[src/rtl/id_pkg.sv]
// Shared decode constants and the control bundle for the ID stage.
//   - Opcode / funct3 constants for RV32I/RV32E base instructions.
//   - Branch codes, EX operation classes, operand-source and WB-select codes.
//   - ctrl_t: the packed control bundle produced by id_ctrl_dec.
package id_pkg;

  localparam logic [6:0] OPC_LUI    = 7'b0110111;
  localparam logic [6:0] OPC_AUIPC  = 7'b0010111;
  localparam logic [6:0] OPC_JAL    = 7'b1101111;
  localparam logic [6:0] OPC_JALR   = 7'b1100111;
  localparam logic [6:0] OPC_BRANCH = 7'b1100011;
  localparam logic [6:0] OPC_LOAD   = 7'b0000011;
  localparam logic [6:0] OPC_STORE  = 7'b0100011;
  localparam logic [6:0] OPC_OPIMM  = 7'b0010011;
  localparam logic [6:0] OPC_OP     = 7'b0110011;

  localparam logic [2:0] FCT3_BEQ  = 3'b000;
  localparam logic [2:0] FCT3_BNE  = 3'b001;
  localparam logic [2:0] FCT3_BLT  = 3'b100;
  localparam logic [2:0] FCT3_BGE  = 3'b101;
  localparam logic [2:0] FCT3_BLTU = 3'b110;
  localparam logic [2:0] FCT3_BGEU = 3'b111;
  localparam logic [2:0] FCT3_SR   = 3'b101;

  localparam logic [2:0] MEMB_NONE = 3'b000;
  localparam logic [2:0] MEMB_BEQ  = 3'b001;
  localparam logic [2:0] MEMB_BNE  = 3'b010;
  localparam logic [2:0] MEMB_BLT  = 3'b011;
  localparam logic [2:0] MEMB_BGE  = 3'b100;
  localparam logic [2:0] MEMB_JALR = 3'b101;
  localparam logic [2:0] MEMB_JAL  = 3'b111;

  localparam logic [2:0] ALU_CO_NORMAL  = 3'b000;
  localparam logic [2:0] ALU_CO_COMPARE = 3'b001;
  localparam logic [2:0] ALU_CO_NOUSE   = 3'b010;
  localparam logic [2:0] ALU_CO_JUMP    = 3'b011;
  localparam logic [2:0] ALU_CO_LOAD    = 3'b100;
  localparam logic [2:0] ALU_CO_STORE   = 3'b101;

  localparam logic [2:0] ASRC_NONE    = 3'b000;
  localparam logic [2:0] ASRC_RS1_IMM = 3'b010;
  localparam logic [2:0] ASRC_RS1_RS2 = 3'b011;
  localparam logic [2:0] ASRC_PC_IMM  = 3'b100;

  localparam logic [1:0] WB_SEL_ALU  = 2'b00;
  localparam logic [1:0] WB_SEL_MEM  = 2'b01;
  localparam logic [1:0] WB_SEL_PCP4 = 2'b10;

  localparam logic [1:0] MEMRW_NONE  = 2'b00;
  localparam logic [1:0] MEMRW_WRITE = 2'b01;
  localparam logic [1:0] MEMRW_READ  = 2'b10;

  typedef struct packed {
    logic       regwrite;
    logic [1:0] memtoreg;
    logic [1:0] memrw;
    logic [2:0] branch;
    logic [2:0] alu_ctrl;
    logic [2:0] alu_src;
    logic [3:0] alu_fn;
  } ctrl_t;

  // Branch code from funct3; 010/011 have no branch meaning.
  function automatic logic [2:0] branch_code(input logic [2:0] f3);
    case (f3)
      FCT3_BEQ:             return MEMB_BEQ;
      FCT3_BNE:             return MEMB_BNE;
      FCT3_BLT, FCT3_BLTU:  return MEMB_BLT;
      FCT3_BGE, FCT3_BGEU:  return MEMB_BGE;
      default:              return MEMB_NONE;
    endcase
  endfunction

endpackage

[src/rtl/id_ctrl_dec.sv]
// Combinational instruction decoder.
//   inst      : 32-bit instruction word
//   ctrl      : control bundle (zero for bubbles / undecodable words)
//   imm       : immediate, sign-extended to XLEN
//   uses_rs1/2: instruction reads rs1 / rs2 (hazard detection)
//   illegal   : undecodable word; only driven with ID_ILLEGAL_CHK_EN defined,
//               otherwise tied 0 and such words decode as bubbles.
module id_ctrl_dec
  import id_pkg::*;
#(
  parameter int XLEN   = 32,
  parameter int REG_AW = 5
) (
  input  logic [31:0]     inst,
  output ctrl_t           ctrl,
  output logic [XLEN-1:0] imm,
  output logic            uses_rs1,
  output logic            uses_rs2,
  output logic            illegal
);

  logic               bad;
  logic signed [31:0] imm32;
  logic [6:0]         opc;
  logic [2:0]         f3;

  assign opc = inst[6:0];
  assign f3  = inst[14:12];

  // A register field beyond the implemented register count (RV32E).
  function automatic logic reg_oob(input logic [4:0] r);
    return (REG_AW < 5) && ((r >> REG_AW) != 5'd0);
  endfunction

  always_comb begin
    ctrl     = '0;
    imm32    = '0;
    uses_rs1 = 1'b0;
    uses_rs2 = 1'b0;
    bad      = 1'b0;
    case (opc)
      OPC_LUI: begin
        ctrl.regwrite = 1'b1;
        ctrl.alu_ctrl = ALU_CO_NOUSE;
        imm32         = {inst[31:12], 12'b0};
      end
      OPC_AUIPC: begin
        ctrl.regwrite = 1'b1;
        ctrl.alu_ctrl = ALU_CO_NORMAL;
        ctrl.alu_src  = ASRC_PC_IMM;
        imm32         = {inst[31:12], 12'b0};
      end
      OPC_JAL: begin
        ctrl.regwrite = 1'b1;
        ctrl.memtoreg = WB_SEL_PCP4;
        ctrl.branch   = MEMB_JAL;
        ctrl.alu_ctrl = ALU_CO_JUMP;
        ctrl.alu_src  = ASRC_PC_IMM;
        imm32         = {{12{inst[31]}}, inst[19:12], inst[20], inst[30:21], 1'b0};
      end
      OPC_JALR: begin
        ctrl.regwrite = 1'b1;
        ctrl.memtoreg = WB_SEL_PCP4;
        ctrl.branch   = MEMB_JALR;
        ctrl.alu_ctrl = ALU_CO_JUMP;
        ctrl.alu_src  = ASRC_RS1_IMM;
        ctrl.alu_fn   = 4'b0001;
        imm32         = {{20{inst[31]}}, inst[31:20]};
        uses_rs1      = 1'b1;
      end
      OPC_LOAD: begin
        ctrl.regwrite = 1'b1;
        ctrl.memtoreg = WB_SEL_MEM;
        ctrl.memrw    = MEMRW_READ;
        ctrl.alu_ctrl = ALU_CO_LOAD;
        ctrl.alu_src  = ASRC_RS1_IMM;
        ctrl.alu_fn   = {1'b0, f3};
        imm32         = {{20{inst[31]}}, inst[31:20]};
        uses_rs1      = 1'b1;
      end
      OPC_OPIMM: begin
        ctrl.regwrite = 1'b1;
        ctrl.alu_ctrl = ALU_CO_NORMAL;
        ctrl.alu_src  = ASRC_RS1_IMM;
        ctrl.alu_fn   = {(f3 == FCT3_SR) ? inst[30] : 1'b0, f3};
        imm32         = {{20{inst[31]}}, inst[31:20]};
        uses_rs1      = 1'b1;
      end
      OPC_BRANCH: begin
        ctrl.branch   = branch_code(f3);
        ctrl.alu_ctrl = ALU_CO_COMPARE;
        ctrl.alu_src  = ASRC_RS1_RS2;
        ctrl.alu_fn   = {1'b0, f3};
        imm32         = {{20{inst[31]}}, inst[7], inst[30:25], inst[11:8], 1'b0};
        uses_rs1      = 1'b1;
        uses_rs2      = 1'b1;
        bad           = (f3 == 3'b010) || (f3 == 3'b011);
      end
      OPC_STORE: begin
        ctrl.memrw    = MEMRW_WRITE;
        ctrl.alu_ctrl = ALU_CO_STORE;
        ctrl.alu_src  = ASRC_RS1_IMM;
        ctrl.alu_fn   = {1'b0, f3};
        imm32         = {{20{inst[31]}}, inst[31:25], inst[11:7]};
        uses_rs1      = 1'b1;
        uses_rs2      = 1'b1;
      end
      OPC_OP: begin
        ctrl.regwrite = 1'b1;
        ctrl.alu_ctrl = ALU_CO_NORMAL;
        ctrl.alu_src  = ASRC_RS1_RS2;
        ctrl.alu_fn   = {inst[30], f3};
        uses_rs1      = 1'b1;
        uses_rs2      = 1'b1;
        bad           = (inst[31:25] != 7'b0000000) && (inst[31:25] != 7'b0100000);
      end
      default: bad = 1'b1;
    endcase

    if (inst[1:0] != 2'b11) bad = 1'b1;
    if ((uses_rs1 && reg_oob(inst[19:15])) ||
        (uses_rs2 && reg_oob(inst[24:20])) ||
        (ctrl.regwrite && reg_oob(inst[11:7])))
      bad = 1'b1;

    // Undecodable words become bubbles: no side effects, no operands.
    if (bad) begin
      ctrl     = '0;
      imm32    = '0;
      uses_rs1 = 1'b0;
      uses_rs2 = 1'b0;
    end
  end

  // Signed source makes the size cast sign-extend for XLEN=64.
  assign imm = XLEN'(imm32);

`ifdef ID_ILLEGAL_CHK_EN
  assign illegal = bad;
`else
  assign illegal = 1'b0;
`endif

endmodule

[src/rtl/id_stage_hs.sv]
// Instruction-decode stage with valid/ready handshake and a one-entry output
// register. Contains the load-use interlock, WB-to-ID bypass (also applied to
// a held entry) and flush.
//   in_*          : instruction from IF (valid/ready)
//   rf_raddr*/rdata*: register-file read port (same-cycle data)
//   wb_*          : writeback port used for bypassing
//   ex_*          : EX-stage occupant, for the load-use interlock
//   flush         : redirect; kills the held entry and the input this cycle
//   out_*         : decoded entry to EX (valid/ready)
// Optional: ID_ILLEGAL_CHK_EN enables out_illegal (tied 0 when undefined).
module id_stage_hs
  import id_pkg::*;
#(
  parameter int XLEN   = 32,
  parameter int REG_AW = 5
) (
  input  logic              clk,
  input  logic              rst,
  input  logic              in_valid,
  output logic              in_ready,
  input  logic [XLEN-1:0]   in_pc,
  input  logic [XLEN-1:0]   in_pcp4,
  input  logic [31:0]       in_inst,
  input  logic              flush,
  output logic [REG_AW-1:0] rf_raddr1,
  output logic [REG_AW-1:0] rf_raddr2,
  input  logic [XLEN-1:0]   rf_rdata1,
  input  logic [XLEN-1:0]   rf_rdata2,
  input  logic              wb_we,
  input  logic [REG_AW-1:0] wb_rd,
  input  logic [XLEN-1:0]   wb_data,
  input  logic              ex_valid,
  input  logic              ex_is_load,
  input  logic [REG_AW-1:0] ex_rd,
  output logic              out_valid,
  input  logic              out_ready,
  output logic [XLEN-1:0]   out_pc,
  output logic [XLEN-1:0]   out_pcp4,
  output logic [XLEN-1:0]   out_imm,
  output logic [XLEN-1:0]   out_rs1_data,
  output logic [XLEN-1:0]   out_rs2_data,
  output logic [REG_AW-1:0] out_rd,
  output logic              out_regwrite,
  output logic [1:0]        out_memtoreg,
  output logic [1:0]        out_memrw,
  output logic [2:0]        out_branch,
  output logic [2:0]        out_alu_ctrl,
  output logic [2:0]        out_alu_src,
  output logic [3:0]        out_alu_fn,
  output logic [6:0]        out_funct7,
  output logic [31:0]       out_inst,
  output logic              out_illegal
);

  ctrl_t             dec_ctrl;
  logic [XLEN-1:0]   dec_imm;
  logic              dec_uses_rs1;
  logic              dec_uses_rs2;
  logic              dec_illegal;

  logic [REG_AW-1:0] rs1, rs2, held_rs1, held_rs2;
  logic [XLEN-1:0]   byp1, byp2;
  logic              hz, accept, drain;

  id_ctrl_dec #(.XLEN(XLEN), .REG_AW(REG_AW)) u_dec (
    .inst     (in_inst),
    .ctrl     (dec_ctrl),
    .imm      (dec_imm),
    .uses_rs1 (dec_uses_rs1),
    .uses_rs2 (dec_uses_rs2),
    .illegal  (dec_illegal)
  );

  assign rs1       = in_inst[15 +: REG_AW];
  assign rs2       = in_inst[20 +: REG_AW];
  assign rf_raddr1 = rs1;
  assign rf_raddr2 = rs2;
  assign held_rs1  = out_inst[15 +: REG_AW];
  assign held_rs2  = out_inst[20 +: REG_AW];

  assign hz = in_valid && ex_valid && ex_is_load && (ex_rd != '0) &&
              ((dec_uses_rs1 && (ex_rd == rs1)) || (dec_uses_rs2 && (ex_rd == rs2)));

  assign drain    = !out_valid || out_ready;
  assign in_ready = drain && !hz && !flush;
  assign accept   = in_valid && in_ready;

  assign byp1 = (rs1 == '0) ? '0 :
                (wb_we && (wb_rd == rs1)) ? wb_data : rf_rdata1;
  assign byp2 = (rs2 == '0) ? '0 :
                (wb_we && (wb_rd == rs2)) ? wb_data : rf_rdata2;

  always_ff @(posedge clk) begin
    if (rst) begin
      out_valid    <= 1'b0;
      out_pc       <= '0;
      out_pcp4     <= '0;
      out_imm      <= '0;
      out_rs1_data <= '0;
      out_rs2_data <= '0;
      out_rd       <= '0;
      out_regwrite <= 1'b0;
      out_memtoreg <= '0;
      out_memrw    <= '0;
      out_branch   <= '0;
      out_alu_ctrl <= '0;
      out_alu_src  <= '0;
      out_alu_fn   <= '0;
      out_funct7   <= '0;
      out_inst     <= '0;
      out_illegal  <= 1'b0;
    end else if (flush) begin
      out_valid <= 1'b0;
    end else if (accept) begin
      out_valid    <= 1'b1;
      out_pc       <= in_pc;
      out_pcp4     <= in_pcp4;
      out_imm      <= dec_imm;
      out_rs1_data <= byp1;
      out_rs2_data <= byp2;
      // Only writing formats carry rd; bubbles and branch/store get 0.
      out_rd       <= dec_ctrl.regwrite ? in_inst[7 +: REG_AW] : '0;
      out_regwrite <= dec_ctrl.regwrite;
      out_memtoreg <= dec_ctrl.memtoreg;
      out_memrw    <= dec_ctrl.memrw;
      out_branch   <= dec_ctrl.branch;
      out_alu_ctrl <= dec_ctrl.alu_ctrl;
      out_alu_src  <= dec_ctrl.alu_src;
      out_alu_fn   <= dec_ctrl.alu_fn;
      out_funct7   <= in_inst[31:25];
      out_inst     <= in_inst;
      out_illegal  <= dec_illegal;
    end else if (drain) begin
      out_valid <= 1'b0;
    end else begin
      // Held entry: keep operands current with writebacks that land meanwhile.
      if (wb_we && (wb_rd != '0) && (wb_rd == held_rs1)) out_rs1_data <= wb_data;
      if (wb_we && (wb_rd != '0) && (wb_rd == held_rs2)) out_rs2_data <= wb_data;
    end
  end

endmodule

[config.mk]
export PLATFORM = sky130hd
export DESIGN_NAME = id_stage_hs
export DESIGN_NICKNAME = d
export VERILOG_FILES = /design/src/rtl/id_pkg.sv /design/src/rtl/id_ctrl_dec.sv /design/src/rtl/id_stage_hs.sv
export SDC_FILE = /design/constraint.sdc
export NUM_CORES = 1
export LEC_CHECK = 0
export CAP_MARGIN = 20
export CORE_AREA = 2 2 175 177
export DETAILED_ROUTE_END_ITERATION = 7
export DIE_AREA = 0 0 177 179
export GPL_TIMING_DRIVEN = 0
export PLACE_DENSITY_LB_ADDON = 0.25
export SLEW_MARGIN = 10
export SYNTH_ARGS = -nofsm -noshare
export SYNTH_HDL_FRONTEND = slang
export SYNTH_SLANG_ARGS = --single-unit
[constraint.sdc]
create_clock -name clk -period 10.9 [get_ports clk]
set_input_delay 3.27 -clock clk [delete_from_list [all_inputs] [get_ports clk]]
set_output_delay 3.27 -clock clk [all_outputs]
set_load 0.02 [all_outputs]
==> flow_summary.json <==
{
  "status": "finished, final reports clean",
  "die_h_um": 179,
  "critical_path_class": "primary input to output port",
  "wl_met3_mm": 4.47,
  "nets": 1935,
  "startpoint_type": "primary input",
  "path_cells": "clkdlybuf4s50_1 -> and3b_1 -> o21ai_0 -> a211o_1 -> a2111o_1 -> buf_2 -> buf_2 -> buf_2 -> and2_1 -> clkdlybuf4s50_1",
  "syn_inst": 1262,
  "yosysWarnings": 0,
  "arrival_ns": 6.98,
  "drt-met1-wl_mm": 20.0,
  "cts_repair_resize_count": 0,
  "layout-area-overhead-vs-synth_pct": 51.6,
  "antenna_found_initial": 5,
  "clkSlewWorstSetupHoldPaths_ns": 0.06,
  "async_flop_share_pct": 0,
  "drt_iter0_markers": 959,
  "start_util_pct": 37.1,
  "slew_headroom_pct": 32.4,
  "critPathTopFamily": "buffers and inverters",
  "grt_pass1_wl_mm": 73.6,
  "end_kind": "output port",
  "cts_tree": "done",
  "min-delay-start": "out_imm[27]",
  "ioPinCount": 445,
  "synth_xor_area_share_pct": 2.36,
  "setup_viol": 0,
  "layoutNonFillerInstCount": 2140,
  "vias": 12800,
  "clock_latency_ns": 0.54,
  "crit_top_cell": "buf_2",
  "dr_wl_met2_mm": 24.2,
  "synthFlopType": "dfxtp_1",
  "htreeDepth": 1,
  "die_w_um": 177,
  "vdd_drop_max_v": 0.0000999,
  "cap_violations": 0,
  "synth_fa_ha_area_share_pct": 0,
  "setup_tns_ns": 0,
  "min_period_over_period_pct": 94.0,
  "io_buffers": 434,
  "cp.required_ns": 7.63,
  "place_inst": 2093,
  "track_usage_pct": 30.0,
  "synth-edff-count": 0,
  "syn_area_per_cell_sq_um": 8.82,
  "min_path_type": "flop to flop",
  "die-area_sq_um": 31700,
  "dp.final_hpwl_mm": 38.5,
  "drive_gt1_share_pct": 7.57,
  "core-area_sq_um": 30000,
  "finClkSkew_ns": 0.0100,
  "tightest_slew_ns": 1.01,
  "synth_top_family_by_area": "compound AO/OA/AOI/OAI gates",
  "top_layer_used": "met5",
  "cts_sinks": 216,
  "grt_max_degree": 14,
  "drcViolationCount": 0,
  "rsz0062_at_grt": "false",
  "powerDensity_nw_per_um2": 130,
  "ant_nets": 0,
  "cp_slowest_stage_delay_ns": 0.70,
  "grt_overflow": 0,
  "fmax_ghz": 0.0976,
  "synth_mux_area_share_pct": 1.42,
  "clock_path_buffers": 3,
  "reg2reg_from": "out_valid",
  "cts-buffers-inserted": 24,
  "fin_hold_ws_ns": 0.461,
  "fin_crit_ns": 10.25,
  "dr.pass1.iters": 5,
  "cts_hold_buf": 0,
  "seq_area_frac_synth_pct": 38.8,
  "synth_nets": 1472,
  "clock-root-buffer": "clkbuf_16",
  "p_leak_uw": 0.00559,
  "hold_violations": 0,
  "num_rows": 64,
  "ys_ff_latch": 216,
  "netlist_area_sq_um": 11100,
  "routed_wl_mm": 50.4,
  "path_max_fanout": 10,
  "wl_per_cell_um": 23.5,
  "synthSimpleGateAreaFrac_pct": 17.3,
  "synth-compound-area-share_pct": 30.9,
  "place_congestion": 0.942,
  "cp_slowest_cell": "clkdlybuf4s50_1",
  "yosysUniqueCellTypes": 63,
  "grt_pass1_vias": 12200,
  "drv_slew": 0,
  "vias_per_cell": 5.96,
  "crit_buf_inv": 5,
  "cts_setup_buffers": 0,
  "crit_start": "in_inst[4]"
}
## power breakdown
part	switching (uW)	leakage [uW]	internal, uW
Combinational	225	0.00339	199
Sequential	24.5	0.00177	827
Clock	355	0.000430	565
Total	604	0.00559	1590
## through the flow
| stage | setup slack [ns] | total power [uW] | utilization, % | cell area (sq um) |
|---|---|---|---|---|
| 6_report | 0.649 | 2200 | 56.2 | 16900 |
| 5_1_grt | 0.477 | 2260 | 56.2 | 16900 |
| 4_1_cts | 0.692 | 2200 | 56.2 | 16900 |
| 3_5_place_dp | 0.696 | 1290 | 53.2 | 16000 |
| 3_3_place_gp | 0.674 | 1280 | 53.2 | 16000 |
| 2_1_floorplan | 2.29 | 1060 | - | 11100 |
## worst register-to-register path, delay by kind of cell (launching register included)
family / cells / cell delay (ns)
buffers and inverters: 5 / 2.04
and+or+nand+nor: 3 / 0.46
DFF: 1 / 0.33
AOI/OAI and AO/OA: 2 / 0.31
## worst paths after layout
kind	end	slack, ns	cells past startpoint
min	out_imm[27]	0.46	2
max reg2reg	out_pc[14]	7.66	10
max	in_ready	0.65	10
min reg2reg	out_imm[27]	0.46	2
## cells in the mapped netlist (3+ instances only)
cell type,instances,area share (%)
a211oi_1,8,0.54
a21o_1,8,0.54
a21oi_1,101,4.5
a221oi_2,10,1.3
a22o_1,4,0.31
a311oi_1,147,12
a31o_1,19,1.5
a31oi_1,9,0.51
buf_1,15,0.51
buf_2,25,1.1
buf_4,23,1.6
buf_6,7,0.71
clkbuf_1,116,3.9
clkbuf_2,7,0.31
dfxtp_1,216,39
inv_1,33,1.1
mux2_2,6,0.61
mux2i_1,9,0.81
nand2_1,24,0.81
nand2b_1,25,1.4
nand3_1,9,0.40
nand4_1,93,5.2
nor2_1,11,0.37
nor2b_1,7,0.39
nor3_1,7,0.31
nor3b_1,3,0.20
nor4_1,7,0.39
o21ai_0,168,7.6
o21bai_1,4,0.27
or4_1,9,0.61
or4b_1,64,5.8
xnor2_1,12,0.94
xor2_1,18,1.4
## metal layers
| metal | track usage [%] | vias up |
|---|---|---|
| met5 | 0 | - |
| met4 | 9.50 | 6 |
| met3 | 6.93 | 115 |
| met2 | 51.6 | 640 |
| met1 | 37.1 | 6154 |
| li1 | - | 5839 |
## logic make-up (layout without fill, tap and decap cells)
logic type / count (synthesis) / in the layout
compound gates: 498 / 498
buf+inv: 226 / 707
simple gates: 276 / 276
other cells: 1 / 2
xor+xnor: 30 / 30
mux: 15 / 15
flops: 216 / 216
## cells in the final DEF, fill, tap and decap left out, types with 25 or more instances in the layout
cell type,Yosys,final
a21oi_1,101,101
a311oi_1,147,147
buf_2,25,27
clkbuf_1,116,121
clkdlybuf4s50_1,0,434
dfxtp_1,216,216
inv_1,33,33
nand2b_1,25,25
nand4_1,93,93
o21ai_0,168,168
or4b_1,64,64
## flip-flops by register name, summed over array words and instances, names as in the netlist, 2 cells and up
name / cells
out_imm: 32
out_pc: 32
out_pcp4: 32
out_rs1_data: 32
out_rs2_data: 32
out_inst: 25
out_funct7: 7
out_rd: 5
out_alu_fn: 4
out_alu_ctrl: 3
out_alu_src: 3
out_branch: 3
out_memrw: 2
out_memtoreg: 2
## cell type report
class	instances	area, sq um
diodes	1	2.50
flip-flops and latches	216	4320
inverters	33	124
plain buffers	193	903
repair buffers	437	4360
multi-input cells	820	5780
clock buffers	35	702
well taps	396	495
fillers	2773	13200
clock inverters	9	184
Power figures use the tool's default switching activity.
